$ cat src/rtl/diffio_pattern_generator_sm.sv
// Drives a fixed-length LFSR bit stream (2 enabled cycles per bit) toward the DUT differential driver.
// Optional single-bit error injection is compiled in with `define DIFFIO_ERR_INJECT_EN.
module diffio_pattern_generator_sm #(
    parameter int unsigned NUM_BITS_TO_SEND = 1000,
    parameter logic [31:0] SEED             = 32'hABCDEF01,
    parameter int unsigned LEAD_CYCLES      = 0,
    parameter logic        IDLE_LEVEL       = 1'b0
) (
    input  logic        CLK,
    input  logic        RST,
    input  logic        CLK_EN,
    input  logic        START,
`ifdef DIFFIO_ERR_INJECT_EN
    input  logic        INJ_EN,
    input  logic [31:0] INJ_INDEX,
`endif
    output logic        BUSY,
    output logic        DONE,
    output logic        BIT_OUT,
    output logic        OE,
    output logic [31:0] BITS_SENT
);

    typedef enum logic [1:0] {S_IDLE, S_LEAD, S_DRIVE, S_HOLD} state_t;

    localparam logic [31:0] LAST_IDX  = 32'(NUM_BITS_TO_SEND - 1);
    localparam logic [7:0]  LEAD_LAST = 8'(LEAD_CYCLES - 1);

    state_t      state_q, state_d;
    logic [31:0] lfsr_q, lfsr_d;
    logic [7:0]  lead_cnt_q, lead_cnt_d;
    logic [31:0] bits_sent_q, bits_sent_d;
    logic        bit_out_q, bit_out_d;
    logic        oe_q, oe_d;
    logic        done_q, done_d;

    // Inversion masks for the bit about to be loaded onto BIT_OUT.
    logic inj_start, inj_lead, inj_next;

`ifdef DIFFIO_ERR_INJECT_EN
    logic        inj_en_q, inj_en_d;
    logic [31:0] inj_idx_q, inj_idx_d;

    assign inj_start = INJ_EN && (INJ_INDEX == 32'd0);
    assign inj_lead  = inj_en_q && (inj_idx_q == 32'd0);
    assign inj_next  = inj_en_q && (inj_idx_q == 32'(bits_sent_q + 32'd1));

    always_comb begin
        inj_en_d  = inj_en_q;
        inj_idx_d = inj_idx_q;
        if (state_q == S_IDLE && START) begin
            inj_en_d  = INJ_EN;
            inj_idx_d = INJ_INDEX;
        end
    end

    always_ff @(posedge CLK) begin
        if (RST) begin
            inj_en_q  <= 1'b0;
            inj_idx_q <= '0;
        end else if (CLK_EN) begin
            inj_en_q  <= inj_en_d;
            inj_idx_q <= inj_idx_d;
        end
    end
`else
    assign inj_start = 1'b0;
    assign inj_lead  = 1'b0;
    assign inj_next  = 1'b0;
`endif

    always_comb begin
        state_d     = state_q;
        lfsr_d      = lfsr_q;
        lead_cnt_d  = lead_cnt_q;
        bits_sent_d = bits_sent_q;
        bit_out_d   = bit_out_q;
        oe_d        = oe_q;
        done_d      = 1'b0;
        case (state_q)
            S_IDLE: begin
                if (START) begin
                    bits_sent_d = '0;
                    oe_d        = 1'b1;
                    lead_cnt_d  = '0;
                    if (LEAD_CYCLES > 0) begin
                        state_d   = S_LEAD;
                        bit_out_d = IDLE_LEVEL;
                    end else begin
                        state_d   = S_DRIVE;
                        bit_out_d = lfsr_q[31] ^ inj_start;
                    end
                end
            end
            S_LEAD: begin
                bit_out_d = IDLE_LEVEL;
                if (lead_cnt_q == LEAD_LAST) begin
                    state_d    = S_DRIVE;
                    lead_cnt_d = '0;
                    bit_out_d  = lfsr_q[31] ^ inj_lead;
                end else begin
                    lead_cnt_d = lead_cnt_q + 8'd1;
                end
            end
            S_DRIVE: state_d = S_HOLD;
            S_HOLD: begin
                bits_sent_d = bits_sent_q + 32'd1;
                if (bits_sent_q == LAST_IDX) begin
                    state_d   = S_IDLE;
                    lfsr_d    = SEED;
                    bit_out_d = IDLE_LEVEL;
                    oe_d      = 1'b0;
                    done_d    = 1'b1;
                end else begin
                    // Next bit is the MSB after the shift, i.e. the current bit 30.
                    state_d   = S_DRIVE;
                    lfsr_d    = {lfsr_q[30:0], lfsr_q[30] ^ lfsr_q[27]};
                    bit_out_d = lfsr_q[30] ^ inj_next;
                end
            end
            default: state_d = S_IDLE;
        endcase
    end

    always_ff @(posedge CLK) begin
        if (RST) begin
            state_q     <= S_IDLE;
            lfsr_q      <= SEED;
            lead_cnt_q  <= '0;
            bits_sent_q <= '0;
            bit_out_q   <= IDLE_LEVEL;
            oe_q        <= 1'b0;
            done_q      <= 1'b0;
        end else if (CLK_EN) begin
            state_q     <= state_d;
            lfsr_q      <= lfsr_d;
            lead_cnt_q  <= lead_cnt_d;
            bits_sent_q <= bits_sent_d;
            bit_out_q   <= bit_out_d;
            oe_q        <= oe_d;
            done_q      <= done_d;
        end
    end

    assign BUSY      = (state_q != S_IDLE);
    assign DONE      = done_q;
    assign BIT_OUT   = bit_out_q;
    assign OE        = oe_q;
    assign BITS_SENT = bits_sent_q;

endmodule

$ cat config.mk
export PLATFORM = sky130hd
export DESIGN_NAME = diffio_pattern_generator_sm
export DESIGN_NICKNAME = d
export VERILOG_FILES = /design/src/rtl/diffio_pattern_generator_sm.sv
export SDC_FILE = /design/constraint.sdc
export NUM_CORES = 1
export LEC_CHECK = 0
export BUFFER_PORTS_ARGS = -buffer_cell sky130_fd_sc_hd__buf_2
export CAP_MARGIN = 20
export CORE_MARGIN = 1
export CORE_UTILIZATION = 62
export DETAILED_ROUTE_END_ITERATION = 8
export MAX_ROUTING_LAYER = met4
export PLACE_DENSITY = 0.81
export SETUP_SLACK_MARGIN = 0.1
export SLEW_MARGIN = 20
export SYNTH_ARGS = -nofsm -noshare
export SYNTH_HDL_FRONTEND = slang
export SYNTH_SLANG_ARGS = --single-unit
$ cat constraint.sdc
create_clock -name CLK -period 4.35 [get_ports CLK]
set_input_delay 0.87 -clock CLK [delete_from_list [all_inputs] [get_ports CLK]]
set_output_delay 0.87 -clock CLK [all_outputs]
set_load 0.005 [all_outputs]
==> results of run 1 <==
-- worst max-delay path by stage --
stage,to,depth (start not counted),start,slack (ns)
5_1_grt,BITS_SENT[16],5,RST,1.36
3_3_place_gp,BITS_SENT[16],5,RST,1.27
3_5_place_dp,BITS_SENT[16],5,RST,1.25
2_1_floorplan,BITS_SENT[26],7,CLK_EN,1.98
6_report,BITS_SENT[16],5,RST,1.60
4_1_cts,BITS_SENT[16],5,RST,1.60
-- synthesized netlist by cell type (2+ instances only) --
cell type / n / area (sq um)
sky130_fd_sc_hd__dfxtp_1: 77 / 1540
sky130_fd_sc_hd__a21oi_1: 37 / 185
sky130_fd_sc_hd__nand2_1: 29 / 109
sky130_fd_sc_hd__nor2_1: 28 / 105
sky130_fd_sc_hd__nor3_1: 23 / 115
sky130_fd_sc_hd__clkbuf_1: 21 / 78.8
sky130_fd_sc_hd__nand3_1: 17 / 85.1
sky130_fd_sc_hd__or4_1: 15 / 113
sky130_fd_sc_hd__o31ai_1: 14 / 105
sky130_fd_sc_hd__o21ai_0: 11 / 55.1
sky130_fd_sc_hd__nand4_1: 10 / 62.6
sky130_fd_sc_hd__or3_1: 10 / 62.6
sky130_fd_sc_hd__a31oi_1: 9 / 56.3
sky130_fd_sc_hd__a22oi_1: 8 / 60.1
sky130_fd_sc_hd__inv_1: 8 / 30.0
sky130_fd_sc_hd__nor4_1: 8 / 50.1
sky130_fd_sc_hd__xnor2_1: 8 / 70.1
sky130_fd_sc_hd__and3_1: 7 / 43.8
sky130_fd_sc_hd__o311ai_1: 7 / 61.3
sky130_fd_sc_hd__o211ai_1: 6 / 45.0
sky130_fd_sc_hd__o311ai_0: 6 / 52.6
sky130_fd_sc_hd__buf_1: 5 / 18.8
sky130_fd_sc_hd__buf_2: 5 / 25.0
sky130_fd_sc_hd__o2111ai_1: 4 / 35.0
sky130_fd_sc_hd__or2_2: 4 / 25.0
sky130_fd_sc_hd__and2_1: 3 / 18.8
sky130_fd_sc_hd__and4_1: 3 / 26.3
sky130_fd_sc_hd__xor2_1: 3 / 26.3
sky130_fd_sc_hd__a41oi_1: 2 / 17.5
sky130_fd_sc_hd__ha_1: 2 / 25.0
sky130_fd_sc_hd__mux2i_1: 2 / 20.0
sky130_fd_sc_hd__nand3b_1: 2 / 15.0
sky130_fd_sc_hd__nor2b_1: 2 / 12.5
sky130_fd_sc_hd__nor4bb_1: 2 / 20.0
-- worst max-delay path, cell delays in order --
cell                      delay [ns]
sky130_fd_sc_hd__buf_2          0.72
sky130_fd_sc_hd__inv_1          0.38
sky130_fd_sc_hd__nand2_1        0.71
sky130_fd_sc_hd__or4_1          0.23
sky130_fd_sc_hd__nand2_1        0.05
-- cells by family (layout without fill, tap and decap cells) --
family / after synthesis / count (layout) / synth area share (%)
flops: 77 / 77 / 43.4
mux: 3 / 3 / 0.882
fa+ha+maj: 2 / 2 / 0.705
buf+inv: 40 / 64 / 4.62
xor+xnor: 11 / 11 / 2.72
compound gates: 113 / 113 / 21.2
simple gates: 171 / 171 / 26.5
-- routing by layer --
metal | up-vias | wire (um) | global-route usage (%)
li1 | 1630 | - | -
met1 | 1583 | 3910 | 39.3
met2 | 95 | 3580 | 41.5
met3 | 12 | 364 | 4.82
met4 | 0 | 114 | 13.4
met5 | - | 0 | -
-- power by group through the flow --
stage               clock network, mW  registers (mW)  logic (mW)
floorplan                           0           0.728      0.0383
global placement                    0           0.731      0.0462
detailed placement                  0           0.732      0.0470
CTS                             0.558           0.715      0.0472
global route                    0.590           0.716      0.0533
finish                          0.556           0.715      0.0473
-- through the flow --
stage / hold WS (ns) / power (mW) / worst slack [ns] / cell area (sq um)
finish: 0.460 / 1.32 / 1.60 / 3910
global route: 0.480 / 1.36 / 1.36 / 3910
CTS: 0.462 / 1.32 / 1.60 / 3910
detailed placement: 0.450 / 0.779 / 1.25 / 3710
global placement: 0.442 / 0.778 / 1.27 / 3710
floorplan: 0.433 / 0.767 / 1.98 / 3550
-- final cells by class --
class / instances / area (sq um) / area share, %
inverters: 8 / 30.0 / 0.768
clock inverters: 5 / 57.6 / 1.47
clock buffers: 11 / 141 / 3.61
multi-input cells: 300 / 1850 / 47.2
well taps: 72 / 90.1 / 2.30
flip-flops and latches: 77 / 1540 / 39.4
repair buffers: 40 / 203 / 5.18
-- flip-flops by register name, indices dropped and copies added (netlist names) --
signal      cells
BITS_SENT      32
lfsr_q         32
lead_cnt_q      8
state_q         2
BIT_OUT         1
DONE            1
OE              1
==> flow_results.org, run 1 <==
** Min path
- The worst hold path was traced through 2 stages.
- Hold Crit Start :: lfsr_q[28]
- Hold-critical path endpoint :: lfsr_q[28]
- HP Class :: flip-flop to flip-flop

** Clock network
- CTS H-tree lvls :: 3
- The number of setup buffers added after CTS is 0.
- Clock tree root buffer cell :: sky130_fd_sc_hd__clkbuf_8
- TritonCTS clock tree :: built
- Number of buffers added to fix hold violations after cts :: 0
- Cts bufs inserted :: 9
- The clock passes through at most 2 buffers.
- Worst skew pair latency :: 0.36 ns
- Clock slew at the register clock pins of the worst setup and hold paths :: 0.09 ns
- Once the clock tree was built, the resizer swapped 0 gates to a different size.
- Clock sink count :: 77

** Yosys
- In the synthesized netlist the dominant register cell turns out to be sky130_fd_sc_hd__dfxtp_1.
- Sequential fraction of the synthesis area :: 43.4%
- Post-synthesis cell area :: 3550 sq um
- Flop and latch count out of synthesis :: 77
- Counting distinct cell types in the post-synthesis netlist gives 53.
- Synthesized netlist cell count :: 417
- Syn. warnings :: 0
- In this run, synthesis inferred 0 flip-flops with an integrated enable.
- In this run the mean area of a mapped cell was 8.51 sq um.
- Post-Syn Nets :: 423
- FFs w/ async S/R, synth :: 0%

** Worst setup path
- STA classifies the critical path startpoint as a primary input.
- The worst register-to-register path begins at BITS_SENT[7].
- Critical path fanouts, max :: 58
- Setup slack of the worst register-to-register path :: 1.75 ns
- Endpoint of the worst register-to-register path :: BITS_SENT[30]
- By startpoint and endpoint, the worst setup path is classified as primary input to flip-flop.
- The worst setup path is captured at a flip-flop.
- At the worst endpoint, the required time is 4.59 ns.
- Data arrives at the worst endpoint at 2.99 ns.
- The worst register-to-register path has a depth of 4.

** Run
- MaxCap Viol Count :: 0

** Detailed routing
- The count of nets left with antenna violations once routing finished came out at 0.
- Count of routing violations after the opening detailed-route iteration :: 284
- Initial DRT Pass Iterations :: 5
- Summing over every cut layer, the via total after detailed routing is 3320.
- Via-to-Cell Ratio :: 6.47
- DRC violations left :: 0
- Drt total wl :: 7970 um
- Routed length per instance :: 15.5 um

** Timing
- Max-slew violation count :: 0
- Setup violations remaining at the end of the flow were counted as 0.
- Clock skew after layout :: 0.0123 ns
- Max_slew headroom :: 35.3%
- At the pin with the least slew margin, the transition time is 0.971 ns.
- The hold violation total from the final report is 0.
- Max Clk Rate :: 364 MHz
- Setup TNS :: 0 ns
- Counting I/O delays and the setup requirement, the final critical path takes 2.75 ns.
- In the finished design, the share of the clock period the worst path needs comes to 63.1%.
- Setup repair after global routing left no endpoint under its margin.

** Final layout
- Core Util, Final :: 71.0%
- The finished layout holds 513 standard cells, fillers aside.
- Leaving out fill and tap cells, the most frequent cell in the layout is sky130_fd_sc_hd__dfxtp_1.
- After filler insertion, the fill cell instance count of the layout stands at 461.
- Compared with the post-synthesis result, the final layout area differs by 10.2%.
- Number of antenna repair diodes :: 0
- Layout Nets :: 442
- In the layout the commonest cells are sky130_fd_sc_hd__dfxtp_1, sky130_fd_sc_hd__buf_2, sky130_fd_sc_hd__a21oi_1.
- Cells with a size suffix above 1 make up 14.3% of the layout.

** Place
- The number of placed instances, taps included, is 497.
- Detailed placement finished with a half-perimeter wire length of 5100 um.
- During placement, the flow inserted port buffers numbering 39.
- The congestion estimate from routability-driven global placement came to 0.821.

** Floorplanning
- Number of rows in the core area :: 27
- Initial Utilization :: 64.4%
- The die is 77.7 um tall.
- The floorplan step defined a die boundary enclosing 6030 sq um.
- The core region is 5510 sq um.
- Measured along the x axis, the die boundary spans 77.7 um.
- Top Ports :: 40

** Power and ir drop
- Sequential cell fraction of total power :: 54.2%
- PD cells :: 337 nW/um^2
- The worst-case IR drop observed on VDD is 0.249 mV.
- Internal power :: 1.01 mW
- The share of total power dissipated in the clock network is 42.2%.
- In this run the power spent charging and discharging nets is 0.313 mW.
- Leakage power summed over all cells :: 1.37 nW
- In this run switching power makes up 23.7% of total power.
- Combinational cells account for 3.6% of the total power.

** Outcome
- Status :: completed

** GRT
- The first global-routing pass estimated 13500 um of wire.
- Vias in the first global route :: 2896
- Global-route congestion overflow total :: 0
- Pin count of the biggest net entering global routing :: 59
- Global-route total usage across every layer :: 28.8%
- Initial antenna violation count :: 0
Power figures use the tool's default switching activity.
==> run 2: changes to the inputs <==
CORE_UTILIZATION = 58   (was 62)
PLACE_DENSITY = 0.76   (was 0.81)
clock period = 2.7 ns   (was 4.35 ns; I/O delays follow)
==> run 2 against run 1 <==
Effect of this change: routed wire length up 7.8%; sequential power rose by 61%; count of clock-buffer cells in the layout down 2; final cell count grew 1.8%; critical path depth fell by 1; global-route usage increased by 0.41 points; clock power rose by 54%.
==> flow_results.org, run 2 (synthesized netlist as in run 1, its figures left out) <==
** Worst setup path
- The data required time of the worst path came to 2.99 ns (-1.60 ns).
- CP max stage cell :: sky130_fd_sc_hd__or4_1
- Critical path fanouts, max :: 16 (-72%)
- The setup slack of the worst register-to-register path is 0.37 ns (-1.38 ns).
- The critical path is of the flip-flop to flip-flop type.
- The largest incremental delay on the critical path came to 0.60 ns (-0.12 ns).
- In this design, the largest share of critical-path delay is due to simple AND/OR/NAND/NOR gates.
- Count of buffering cells on the critical path with inverters included :: 0 (-2)
- The data arrival time at the worst-slack endpoint came to 2.62 ns (-0.37 ns).
- The critical path goes through and3_1, o211ai_1, or4_1, a21oi_1.
- The worst setup path is launched from a flip-flop.
- The worst setup path is captured at a flip-flop.

** Timing
- The worst max-slew margin expressed relative to the limit is 51.0% (+16 points).
- Max Clk Rate :: 430 MHz
- The number of max-slew violations in the final report was 0 (unchanged).
- In the finished design, the share of the clock period the worst path needs comes to 86.2%.
- Unrepaired setup endpoints after global routing :: false
- The clock skew after layout was 0.0121 ns (-0.000197 ns).
- The final worst slack was 0.372 ns (-1.23 ns).
- Final min period :: 2.33 ns
- The total setup violations reported at the end of the flow was 0 (unchanged).
- The worst-margin pin slew is 0.734 ns (-0.236 ns).
- The hold violation total from the final report came to 0 (unchanged).
- The setup TNS after final layout was 0 ns (unchanged).

** Final layout
- The share of post-route cells with drive strength above 1 is 15.4% (+1.2 points).
- In the layout the commonest cells are sky130_fd_sc_hd__dfxtp_1, sky130_fd_sc_hd__buf_2, sky130_fd_sc_hd__a21oi_1.
- Area of the multi-input gates :: 1840 sq um (-0.27%)
- Leaving out fill and tap cells, the most frequent cell in the layout is sky130_fd_sc_hd__dfxtp_1.
- Count of non-filler cells in the finished layout :: 522 (+1.8%)
- The count of antenna diodes in the layout came to 0 (unchanged).
- Area occupied by registers :: 1540 sq um (unchanged)
- P&R area growth vs syn :: 11.4%
- Layout fillers :: 505 (+9.5%)
- The final core utilization was 66.8% (-4.3 points).
- The post-layout net count was 449 (+1.6%).

** GRT
- The number of global-route vias before repair is 2907 (+0.38%).
- The sum of overflow across all layers after global routing was 0 (unchanged).
- The number of antenna violations at the first check in global routing came to 0 (unchanged).
- Global-route total usage across every layer :: 29.2% (+0.41 points)
- The maximum number of pins on one net before global-route repair is 46 (-22%).
- First-pass GRT wire length :: 14100 um (+4.0%)

** Power and ir drop
- The total power consumption of the routed design came to 2.09 mW (+59%).
- Worst voltage drop across the vdd grid :: 0.375 mV (+51%)
- PD cells :: 529 nW/um^2 (+57%)
- Leakage power summed over all cells :: 1.39 nW (+1.8%)

** Floorplanning
- Initial Utilization :: 59.9% (-4.5 points)
- Die outline height :: 80.2 um (+3.3%)
- The number of standard-cell rows in the floorplan was 28 (+3.7%).
- The area of the core came to 5920 sq um (+7.5%).
- The I/O pin total is 40 (unchanged).
- The overall die width came to 80.2 um (+3.3%).
- Die area :: 6430 sq um (+6.7%)

** Place
- Setup WS pre-CTS :: 0.293 ns (-0.960 ns)
- Total half-perimeter wirelength after legalization and detailed placement :: 5600 um (+9.8%)
- The cell count after placement came to 507 (+2.0%).
- The number of buffers inserted by port buffering is 39 (unchanged).
- The final estimated routing congestion in global placement was 0.835 (+1.7%).

** Detailed routing
- The number of routed nets with antenna violations came to 0 (unchanged).
- Vias after detailed routing :: 3389 (+2.1%)
- DRC violations left :: 0 (unchanged)
- The first-pass iteration count of the detailed router was 4 (-1).
- Drt total wl :: 8600 um (+7.8%)
- Count of routing violations after the opening detailed-route iteration :: 268 (-5.6%)
- Routed length per instance :: 16.5 um (+6.0%)
- The via density per instance came to 6.49 (+0.32%).

** Clock network
- The worst-case clock buffer depth is 2 (unchanged).
- The clock edge transition at the registers on the reported setup and hold paths is 0.08 ns (about the same).
- The number of hold buffers added after cts is 0 (unchanged).
- Post CTS Setup Buffer Count :: 0 (unchanged)
- CTS H-tree lvls :: 3 (unchanged)
- Clock sink count :: 77 (unchanged)
- The total clock buffers created by CTS came to 9 (unchanged).
- The clock latency reported for the late side of the worst-skew pair is 0.36 ns (about the same).
- TritonCTS built the clock tree.
- Clock tree root buffer cell :: sky130_fd_sc_hd__clkbuf_8
- Resize count post-CTS :: 0 (unchanged)

** Min path
- The worst hold path belongs to the class flip-flop to flip-flop.

** Run
- MaxCap Viol Count :: 0 (unchanged)

** Outcome
- Status :: completed
## run 2: worst register-to-register path: stages (launching register included)
cell,delay [ns]
sky130_fd_sc_hd__dfxtp_1,0.53
sky130_fd_sc_hd__and3_1,0.58
sky130_fd_sc_hd__o211ai_1,0.39
sky130_fd_sc_hd__or4_1,0.60
sky130_fd_sc_hd__a21oi_1,0.17
## run 2: cell type report
class                   count  share of cell area [%]
well taps                  75                    2.37
multi-input cells         300                    46.6
clock inverters             6                    1.65
inverters                   8                   0.760
clock buffers               9                    3.13
flip-flops and latches     77                    39.0
repair buffers             47                    6.46
## run 2: metrics by stage
step / hold slack, ns / area (sq um)
after floorplan: 0.433 / 3550
after global placement: 0.443 / 3760
after detailed placement: 0.447 / 3760
after CTS: 0.457 / 3950
after global routing: 0.479 / 3950
final: 0.455 / 3950
## run 2: per-layer routing
metal	share of wire [%]	routed length, um	global-route usage (%)
met1	48	4140	40.5
met4	1.3	114	9.29
met2	45	3850	41.4
met3	5.8	496	7.50
met5	0	0	-
## run 2: worst paths after layout
path	cells after the start	from	endpoint
max	4	state_q[1]	BITS_SENT[24]
min	2	lfsr_q[2]	lfsr_q[2]
max reg2reg	4	state_q[1]	BITS_SENT[24]
min reg2reg	2	lfsr_q[2]	lfsr_q[2]
## run 2: report_power, final
part           switching, mW  internal (mW)  leakage (nW)  total [mW]
combinational         0.0575         0.0269         0.678      0.0845
clock                  0.435          0.421        0.0950       0.856
sequential           0.00762           1.14         0.622        1.15
